--- config.mk ---
export PLATFORM = sky130hd
export DESIGN_NAME = alu_rr_arbiter_16bit_flat
export DESIGN_NICKNAME = d
export VERILOG_FILES = /design/src/rtl/alu_rr_arbiter_16bit_pkg.sv /design/src/rtl/alu_rr_arbiter_16bit_if.sv /design/src/rtl/alu_rr_arbiter_16bit_rr_pick.sv /design/src/rtl/alu_rr_arbiter_16bit.sv /design/src/flat_wrapper.sv
export SDC_FILE = /design/constraint.sdc
export NUM_CORES = 1
export LEC_CHECK = 0
export ABC_AREA = 1
export CAP_MARGIN = 20
export CORE_ASPECT_RATIO = 2
export CORE_MARGIN = 2
export CORE_UTILIZATION = 40
export DETAILED_ROUTE_END_ITERATION = 7
export DONT_BUFFER_PORTS = 1
export PLACE_DENSITY = 0.62
export SETUP_SLACK_MARGIN = 0.5
export SLEW_MARGIN = 20
export SYNTH_ARGS = -nofsm -noshare
export SYNTH_HDL_FRONTEND = slang
export SYNTH_SLANG_ARGS = --single-unit
--- constraint.sdc ---
create_clock -name clk -period 2.25 [get_ports clk]
set_input_delay 0.225 -clock clk [delete_from_list [all_inputs] [get_ports clk]]
set_output_delay 0.225 -clock clk [all_outputs]
set_load 0.01 [all_outputs]
--- src/rtl/alu_rr_arbiter_16bit_pkg.sv ---
// Shared constants and types for alu_rr_arbiter_16bit.
// Optional build macro: ALU_ARB_FLAG_CHECK_EN (flag consistency checker).
package alu_arb_pkg;

  // FSM state encoding
  localparam logic [1:0] IDLE  = 2'd0;
  localparam logic [1:0] ISSUE = 2'd1;
  localparam logic [1:0] WAIT  = 2'd2;
  localparam logic [1:0] RESP  = 2'd3;

  // ALU opcodes
  localparam logic [1:0] OP_ADD = 2'b00;
  localparam logic [1:0] OP_SUB = 2'b01;
  localparam logic [1:0] OP_AND = 2'b10;
  localparam logic [1:0] OP_OR  = 2'b11;

  // Bit positions inside the 4-bit {carry, zero, overflow, negative} flag word
  localparam int FLG_C = 3;
  localparam int FLG_Z = 2;
  localparam int FLG_V = 1;
  localparam int FLG_N = 0;

  // Operands latched at grant and held on the ALU inputs
  typedef struct packed {
    logic [15:0] a;
    logic [15:0] b;
    logic [1:0]  op;
  } alu_req_t;

  // Zero and negative flags must agree with the result value itself
  function automatic logic flags_consistent(input logic [15:0] r, input logic [3:0] f);
    return (f[FLG_Z] == (r == 16'd0)) && (f[FLG_N] == r[15]);
  endfunction

endpackage

--- src/rtl/alu_rr_arbiter_16bit_if.sv ---
// Request / response / ALU-side bus of alu_rr_arbiter_16bit.
// slave: arbiter view; master: clients + ALU view.
interface alu_rr_arbiter_16bit_if #(
  parameter int NUM_REQ = 4,
  parameter int ID_W    = 2
);
  logic [NUM_REQ-1:0]       req_valid;
  logic [NUM_REQ-1:0]       req_ready;
  logic [NUM_REQ-1:0][15:0] req_a;
  logic [NUM_REQ-1:0][15:0] req_b;
  logic [NUM_REQ-1:0][1:0]  req_op;

  logic                     resp_valid;
  logic                     resp_ready;
  logic [ID_W-1:0]          resp_id;
  logic [15:0]              resp_result;
  logic [3:0]               resp_flags;

  logic [15:0]              alu_A;
  logic [15:0]              alu_B;
  logic [1:0]               alu_op;
  logic [15:0]              alu_result;
  logic [3:0]               alu_flags;

  logic                     busy;

  modport slave (
    input  req_valid, req_a, req_b, req_op, resp_ready, alu_result, alu_flags,
    output req_ready, resp_valid, resp_id, resp_result, resp_flags,
           alu_A, alu_B, alu_op, busy
  );

  modport master (
    output req_valid, req_a, req_b, req_op, resp_ready, alu_result, alu_flags,
    input  req_ready, resp_valid, resp_id, resp_result, resp_flags,
           alu_A, alu_B, alu_op, busy
  );
endinterface

--- src/rtl/alu_rr_arbiter_16bit_rr_pick.sv ---
// Combinational round-robin selector: first set bit of vld searching
// upward from ptr with wrap. idx is only meaningful when found is high.
module rr_pick #(
  parameter int NUM_REQ = 4,
  parameter int ID_W    = 2
) (
  input  logic [NUM_REQ-1:0] vld,
  input  logic [ID_W-1:0]    ptr,
  output logic [ID_W-1:0]    idx,
  output logic               found
);
  // one extra bit so ptr+k never overflows before the wrap subtraction
  logic [ID_W:0]   sum;
  logic [ID_W-1:0] cand;

  // scan from the farthest offset down so the nearest valid wins last
  always_comb begin
    idx   = '0;
    found = 1'b0;
    sum   = '0;
    cand  = '0;
    for (int k = NUM_REQ-1; k >= 0; k--) begin
      sum = {1'b0, ptr} + (ID_W+1)'(k);
      if (sum >= (ID_W+1)'(NUM_REQ)) sum = sum - (ID_W+1)'(NUM_REQ);
      cand = sum[ID_W-1:0];
      if (vld[cand]) begin
        idx   = cand;
        found = 1'b1;
      end
    end
  end
endmodule

--- src/rtl/alu_rr_arbiter_16bit.sv ---
// Round-robin sequencer sharing one 16-bit ALU among NUM_REQ requesters.
// IDLE grants one requester, ISSUE/WAIT cover the ALU latency, RESP holds
// the response until accepted. ID_W must equal clog2(NUM_REQ) and match
// the bus interface parameters.
// Optional build macro: ALU_ARB_FLAG_CHECK_EN adds sticky output flag_err.
module alu_rr_arbiter_16bit
  import alu_arb_pkg::*;
#(
  parameter int NUM_REQ     = 4,
  parameter int ID_W        = 2,
  parameter int ALU_LATENCY = 1
) (
  input  logic                  clk,
  input  logic                  rst,
  alu_rr_arbiter_16bit_if.slave bus
`ifdef ALU_ARB_FLAG_CHECK_EN
  ,
  output logic                  flag_err
`endif
);

  logic [1:0]      state;
  logic [ID_W-1:0] rr_ptr;
  logic [ID_W-1:0] pick_idx;
  logic            pick_any;
  logic [ID_W-1:0] gnt_id;
  logic [1:0]      wait_cnt;
  alu_req_t        lat;
  logic            capture;

  rr_pick #(
    .NUM_REQ (NUM_REQ),
    .ID_W    (ID_W)
  ) u_pick (
    .vld   (bus.req_valid),
    .ptr   (rr_ptr),
    .idx   (pick_idx),
    .found (pick_any)
  );

  // ALU result is valid in the last WAIT cycle
  assign capture    = (state == WAIT) && (wait_cnt == 2'd0);
  assign bus.busy   = (state != IDLE);
  assign bus.alu_A  = lat.a;
  assign bus.alu_B  = lat.b;
  assign bus.alu_op = lat.op;

  // accept strobe: one-hot, only while idle, same cycle as the grant decision
  always_comb begin
    bus.req_ready = '0;
    if (state == IDLE && pick_any) bus.req_ready[pick_idx] = 1'b1;
  end

  // transaction sequencer: grant, wait out ALU latency, hold response
  always_ff @(posedge clk) begin
    if (rst) begin
      state           <= IDLE;
      rr_ptr          <= '0;
      gnt_id          <= '0;
      wait_cnt        <= '0;
      lat             <= '0;
      bus.resp_valid  <= 1'b0;
      bus.resp_id     <= '0;
      bus.resp_result <= '0;
      bus.resp_flags  <= '0;
    end else begin
      case (state)
        IDLE: begin
          if (pick_any) begin
            lat    <= '{a: bus.req_a[pick_idx], b: bus.req_b[pick_idx], op: bus.req_op[pick_idx]};
            gnt_id <= pick_idx;
            state  <= ISSUE;
          end
        end
        ISSUE: begin
          wait_cnt <= 2'(ALU_LATENCY-1);
          state    <= WAIT;
        end
        WAIT: begin
          if (wait_cnt == 2'd0) begin
            bus.resp_valid  <= 1'b1;
            bus.resp_id     <= gnt_id;
            bus.resp_result <= bus.alu_result;
            bus.resp_flags  <= bus.alu_flags;
            state           <= RESP;
          end else begin
            wait_cnt <= wait_cnt - 2'd1;
          end
        end
        RESP: begin
          if (bus.resp_ready) begin
            bus.resp_valid <= 1'b0;
            rr_ptr         <= (gnt_id == ID_W'(NUM_REQ-1)) ? '0 : gnt_id + ID_W'(1);
            state          <= IDLE;
          end
        end
        default: state <= IDLE;
      endcase
    end
  end

`ifdef ALU_ARB_FLAG_CHECK_EN
  // sticky flag: ALU reported zero/negative that contradict its own result
  always_ff @(posedge clk) begin
    if (rst)
      flag_err <= 1'b0;
    else if (capture && !flags_consistent(bus.alu_result, bus.alu_flags))
      flag_err <= 1'b1;
  end
`endif

endmodule

--- src/flat_wrapper.sv ---
// flat-port wrapper written by rule: the top's interface ports become plain ports
module alu_rr_arbiter_16bit_flat import alu_arb_pkg::*;
#(
  parameter int NUM_REQ     = 4,
  parameter int ID_W        = 2,
  parameter int ALU_LATENCY = 1
)
  (clk, rst, bus_req_valid, bus_req_a, bus_req_b, bus_req_op, bus_resp_ready, bus_alu_result, bus_alu_flags, bus_req_ready, bus_resp_valid, bus_resp_id, bus_resp_result, bus_resp_flags, bus_alu_A, bus_alu_B, bus_alu_op, bus_busy);
  alu_rr_arbiter_16bit_if #(.NUM_REQ(NUM_REQ), .ID_W(ID_W)) bus_i ();
  input  logic clk;
  input  logic rst;
  input wire logic [$bits(bus_i.req_valid)-1:0] bus_req_valid;
  input wire logic [$bits(bus_i.req_a)-1:0] bus_req_a;
  input wire logic [$bits(bus_i.req_b)-1:0] bus_req_b;
  input wire logic [$bits(bus_i.req_op)-1:0] bus_req_op;
  input wire logic [$bits(bus_i.resp_ready)-1:0] bus_resp_ready;
  input wire logic [$bits(bus_i.alu_result)-1:0] bus_alu_result;
  input wire logic [$bits(bus_i.alu_flags)-1:0] bus_alu_flags;
  output wire logic [$bits(bus_i.req_ready)-1:0] bus_req_ready;
  output wire logic [$bits(bus_i.resp_valid)-1:0] bus_resp_valid;
  output wire logic [$bits(bus_i.resp_id)-1:0] bus_resp_id;
  output wire logic [$bits(bus_i.resp_result)-1:0] bus_resp_result;
  output wire logic [$bits(bus_i.resp_flags)-1:0] bus_resp_flags;
  output wire logic [$bits(bus_i.alu_A)-1:0] bus_alu_A;
  output wire logic [$bits(bus_i.alu_B)-1:0] bus_alu_B;
  output wire logic [$bits(bus_i.alu_op)-1:0] bus_alu_op;
  output wire logic [$bits(bus_i.busy)-1:0] bus_busy;
  assign bus_i.req_valid = bus_req_valid;
  assign bus_i.req_a = bus_req_a;
  assign bus_i.req_b = bus_req_b;
  assign bus_i.req_op = bus_req_op;
  assign bus_i.resp_ready = bus_resp_ready;
  assign bus_i.alu_result = bus_alu_result;
  assign bus_i.alu_flags = bus_alu_flags;
  assign bus_req_ready = bus_i.req_ready;
  assign bus_resp_valid = bus_i.resp_valid;
  assign bus_resp_id = bus_i.resp_id;
  assign bus_resp_result = bus_i.resp_result;
  assign bus_resp_flags = bus_i.resp_flags;
  assign bus_alu_A = bus_i.alu_A;
  assign bus_alu_B = bus_i.alu_B;
  assign bus_alu_op = bus_i.alu_op;
  assign bus_busy = bus_i.busy;
  alu_rr_arbiter_16bit #(.NUM_REQ(NUM_REQ), .ID_W(ID_W), .ALU_LATENCY(ALU_LATENCY)) u_core (.clk(clk), .rst(rst), .bus(bus_i));
endmodule
== Word-level counts from Yosys, hierarchy flattened ==
Cells that the tools add are included.
Word-level totals
  input port bits: 163
  bits in registers: 65
  logic and storage cells: 90
  output and inout port bits: 62
Cells by class
  eq/ne operators: 8
  reduce and logical (&&, ||, !) cells: 13
  order comparisons: 10
  muxes and demuxes: 39
  add/subtract/negate cells: 9
Operators by type and width (number)
  $bmux 16 s2: 2
  $mux 16: 2
  $mux 2: 14
  $lt 2x3->1 const B: 5
  $mux 1: 11
  $sub 2x1->2 const B: 5
  $ge 3x3->1 const B: 3
  $bmux 1 s2: 4
  $pmux 2 s4: 1
  $reduce_and 2->1: 4
  $add 2x2->3 const B: 2
  $eq 2x2->1 const B: 3
  $ne 2x2->1 const B: 3
  $reduce_and 3->1: 2
  $reduce_bool 2->1: 3
  $bmux 2 s2: 1
  $logic_not 2->1: 2
  $mux 4: 1
  $pmux 2 s2: 1
  $add 2x1->3 const B: 1
  $ge 2x3->1 const B: 1
  $add 2x1->2 const B: 1
  $demux 1 s2: 1
  $eq 2x1->1 const B: 1
  4 further kinds: 5

== Longest topological paths before layout ==
  word-level depth: 14
  mapped depth: 17
  gate-level depth less buffers: 15

== Hierarchy ==
A second synthesis with hierarchy kept.
Unflattened totals
  cell total of the unflattened synthesis: 589
  area total of the unflattened synthesis: 3804.9 um^2
Modules (own cells, without submodules)
  alu_rr_arbiter_16bit: cells each 545, seq. area each 1301.2 um^2, instances 1, area each 3579.7 um^2
  rr_pick: cells each 44, seq. area each 0.0 um^2, instances 1, area each 225.2 um^2

== Worst setup path after synthesis ==
No wires, ideal clock.
  path type: reg2out
  start: reg u_core.rr_ptr[0]
  end: out bus_req_ready[1]
  data arrival time: 1648 ps
  buffers on the path: 2
  setup slack: 377 ps
  stages on the path, launching flop included: 13
  cell sequence: dfxtp_1 inv_2 nand2_1 nand2_1 nand2_2 nand2_2 nor2_1 nor2_1 nand2_1 nand2_1 buf_4 buf_4 nor3_1
Between the ends
  cells in the longest elaborated chain, start to end: 14
  elaborated cells between the ends (all ways): 38
Ends and longest elaborated chain
  start, declared: RTL line alu_rr_arbiter_16bit.sv:23  | logic [ID_W-1:0] rr_ptr;
  start signal, assigned: RTL line alu_rr_arbiter_16bit.sv:93  | rr_ptr <= (gnt_id == ID_W'(NUM_REQ-1)) ? '0 : gnt_id + ID_W'(1);
  $add 2x2->3: RTL line alu_rr_arbiter_16bit_rr_pick.sv:23  | sum = {1'b0, ptr} + (ID_W+1)'(k);
  $ge 3x3->1 or $sub 2x1->2 (tied branches): RTL line alu_rr_arbiter_16bit_rr_pick.sv:24  | if (sum >= (ID_W+1)'(NUM_REQ)) sum = sum - (ID_W+1)'(NUM_REQ);
  $mux 2: RTL line alu_rr_arbiter_16bit_rr_pick.sv:24
  $bmux 1 s2: RTL line alu_rr_arbiter_16bit_rr_pick.sv:26  | if (vld[cand]) begin
  $mux 1 (not written as such): RTL line alu_rr_arbiter_16bit_rr_pick.sv:26
  $mux 2 (4 in a row): RTL line alu_rr_arbiter_16bit_rr_pick.sv:26
  $lt 2x3->1 (not written as such) or $ge 2x1->1 (tied branches): RTL line alu_rr_arbiter_16bit.sv:51  | if (state == IDLE && pick_any) bus.req_ready[pick_idx] = 1'b1;
  $logic_and 1x1->1 (not written as such): RTL line alu_rr_arbiter_16bit.sv:51
  $mux 1 (not written as such): RTL line alu_rr_arbiter_16bit.sv:51
  $demux 1 s2
  $mux 4 *: RTL line alu_rr_arbiter_16bit.sv:51
  end, declared: RTL line flat_wrapper.sv:19  | output wire logic [$bits(bus_i.req_ready)-1:0] bus_req_ready;
Every way passes the cells marked *; elsewhere a longest branch is shown, timed or not. The select of a mux whose other input is x is not followed.

== Final worst setup path ==
  start: reg u_core.rr_ptr[0]
  end: out bus_req_ready[3]
The elaborated chain is that of the path after synthesis.

==> results by group <==
Cells and area
  – FF+latch area: 0.00131 mm2
  – Final net count: 908
  – Post-layout util: 54.7%
  – # diodes: 0
  – Share of cells above drive strength 1: 21.4%
  – Fill cell count: 953
  – Area growth, synth to finish: 33.8%
  – Multi-input logic area: 0.00260 mm2

STA
  – Slew Viols, Final: 0
  – Finish-stage setup viols: 0
  – F_max: 470 MHz
  – Crit share post-route: 94.5%
  – Crit path time final: 2130 ps
  – Max Clock Skew: 8.62 ps
  – Final hold violation count: 0
  – Slew headroom: 54.0%
  – Actual slew at the worst max-slew pin: 689 ps
  – Sum Neg Setup Slack: 0 ps
  – Setup repair after global routing missed its margin: true

Clock network
  – CTS Buf Count: 9
  – CTS H-tree depth: 3
  – Clock buffer depth: 2
  – Clock Sinks: 65
  – CTS tree: yes
  – Clock Latency Late Sink: 330 ps
  – Root buffer cell: clkbuf_16
  – Reg clk slew, reported paths: 60 ps

Place
  – GP Congestion: 0.826
  – Dpl hpwl: 9030 um
  – Port Buf Inserts: 0

Setup path
  – Crit Path Class: register to output port
  – Startpoint types: register
  – Critical Path AT: 1900 ps
  – Crit. End Element: output port
  – Critical-path maximum fanout: 8
  – Critical Path RT: 2030 ps

Flow run
  – Total of max-cap violations: 0

GRT
  – Antenna violations before repair: 0
  – GRT overflow: 0
  – Vias in the first global route: 4153
  – All-Layer GR Usage: 22.4%
  – Largest net degree at the start of global routing: 37
  – First-pass GRT wire length: 19200 um

Detailed routing
  – DRC: 0
  – DR pass1 iterations: 4
  – Wirelength per Cell: 15.6 um
  – Vias: 4435
  – WL final: 13700 um
  – Routed Antenna Nets: 0
  – Via density: 5.05
  – DRT iter0 DRCs: 185

Logic synthesis
  – Post-synthesis sequential area ratio: 31.6%
  – Synthesized netlist cell count: 710
  – Synth Warn #: 0
  – Flops & latches, synth: 65
  – Avg Inst Size Synth: 5.81 um2
  – Syn nets: 880
  – Area leader, netlist: dfxtp_1
  – Distinct cells, synth: 22
  – Share of the synthesized area in the top cell type: 31.6%
  – Top post-synthesis cells by area: dfxtp_1 (32%), nor2_1 (15%), nand2_1 (15%)
  – Synthesized cell area: 0.00412 mm2

Die
  – Initial core utilization: 40.9%
  – Die height: 148 um
  – Core Region: 0.0101 mm2
  – Row cnt: 52
  – Die Wd: 75.8 um
  – Die area: 0.0112 mm2
  – IO Pins: 225

Power
  – Pwr dens: 1400 mW/mm2
  – Sw frac: 44.2%
  – Cell leakage power: 2.81 nW
  – Gate power share: 52.0%
  – Flop pwr share: 29.3%
  – Cell-internal power: 0.00432 W
  – VDD IR max: 0.667 mV
  – Psw: 0.00342 W
  – Clock network fraction of design power: 18.7%

Worst hold path
  – Hold Path Class: input port to register

Status
  – Status: completed
[layout make-up]
class,instances,area share (%)
sequential,65,23.7
tap,135,3.06
clock buffer,9,4.08
timing repair buffer,56,12.5
inverter,113,8.00
clock inverter,7,1.52
multi-input combinational,493,47.1
[sequential cells by signal (all words and copies together), names as in the netlist]
signal / flops
u_core.bus.alu_A: 16
u_core.bus.resp_id: 2
u_core.bus.alu_B: 16
u_core.bus.resp_valid: 1
u_core.bus.resp_result: 16
u_core.bus.alu_op: 2
u_core.bus.resp_flags: 4
u_core.rr_ptr: 2
u_core.state: 2
u_core.gnt_id: 2
u_core.wait_cnt: 2
[routing by layer]
metal | share of wire [%] | global-route usage, % | routed length (um) | vias to the layer above
met5 | 0 | 0 | 0 | -
met4 | 3.2 | 10.8 | 438 | 0
met3 | 6.5 | 5.39 | 886 | 34
met2 | 54 | 41.1 | 7470 | 210
met1 | 36 | 22.0 | 4930 | 1970
li1 | - | - | - | 2221
[stage by stage]
stage	cell area [um2]	setup slack [ps]	instances	hold slack, ps	power, W
3_3_place_gp	4270	208	824	302	0.00499
5_1_grt	5520	38.5	878	46.2	0.00832
6_report	5520	123	878	53.5	0.00775
3_5_place_dp	4270	115	824	306	0.00508
4_1_cts	5000	169	861	31.3	0.00711
2_1_floorplan	4140	484	710	390	0.00435
[Yosys cell counts]
library cell,n
buf_1,1
nor3b_1,20
nor3_1,3
nand4_1,1
nor2_2,1
dfxtp_1,65
nand3_1,96
nand2_2,2
inv_1,109
nor2_1,163
o21ai_0,30
buf_4,11
o22ai_1,1
a211oi_1,1
nand2_1,160
buf_2,15
clkbuf_1,12
a21oi_1,6
inv_2,4
ha_1,7
o21ai_1,1
a31oi_4,1
[power by group through the flow]
stage | clock, W | combinational, W | sequential [W]
after floorplan | 0 | 0.00222 | 0.00214
after detailed placement | 0 | 0.00278 | 0.00230
after global routing | 0.00153 | 0.00446 | 0.00232
final | 0.00145 | 0.00403 | 0.00227
after CTS | 0.00149 | 0.00334 | 0.00228
after global placement | 0 | 0.00270 | 0.00229
[critical path, cell delays in order (launching register included)]
cell	delay, ps
dfxtp_4	380
inv_8	100
nand2_2	50
nand2_2	90
nand2_4	70
buf_6	120
a31oi_4	230
inv_4	60
buf_6	120
nand2_4	80
buf_12	120
nor2_4	30
buf_6	110
[cell usage in the layout, fill, tap and decap left out, drive strengths merged]
cell type    count
bufbuf           2
nor3b           20
o22ai            1
nor2           164
clkbuf          11
buf             51
ha               7
inv            117
nand2          162
a31oi            1
nor3             3
bufinv           1
nand3           96
clkinv           1
a211oi           1
nand4            1
a21oi            6
o21ai           31
dfxtp           65
dlygate4sd3      1
clkinvlp         1
[cells by family (layout without fill, tap and decap cells)]
kind of cell             after synthesis  after routing  synth area share (%)
flip-flops                            65             65                  31.6
adder cells (fa/ha/maj)                7              7                  2.12
AND/OR/NAND/NOR                      446            446                  45.7
AO/OA/AOI/OAI                         40             40                  5.34
buffers and inverters                152            185                  15.3
[timing repair]
action,4_1_cts,5_1_grt
hold endpoints to repair,3,0
setup endpoints to repair,40,40
pin swaps,9,63
buffers inserted,15,15
hold buffers,1,0
cloned,5,2
resized for setup,43,91
[worst paths after layout]
path,start,end,slack (ps),cells after the start
worst max-delay path,u_core.rr_ptr[0],bus_req_ready[3],120,12
worst min-delay path,rst,u_core.bus.alu_A[10],50,3
worst max register to register,u_core.rr_ptr[0],u_core.bus.alu_A[14],120,15
worst min register to register,u_core.wait_cnt[1],u_core.wait_cnt[1],480,2
Note: power is estimated with default switching activity, not from simulation.
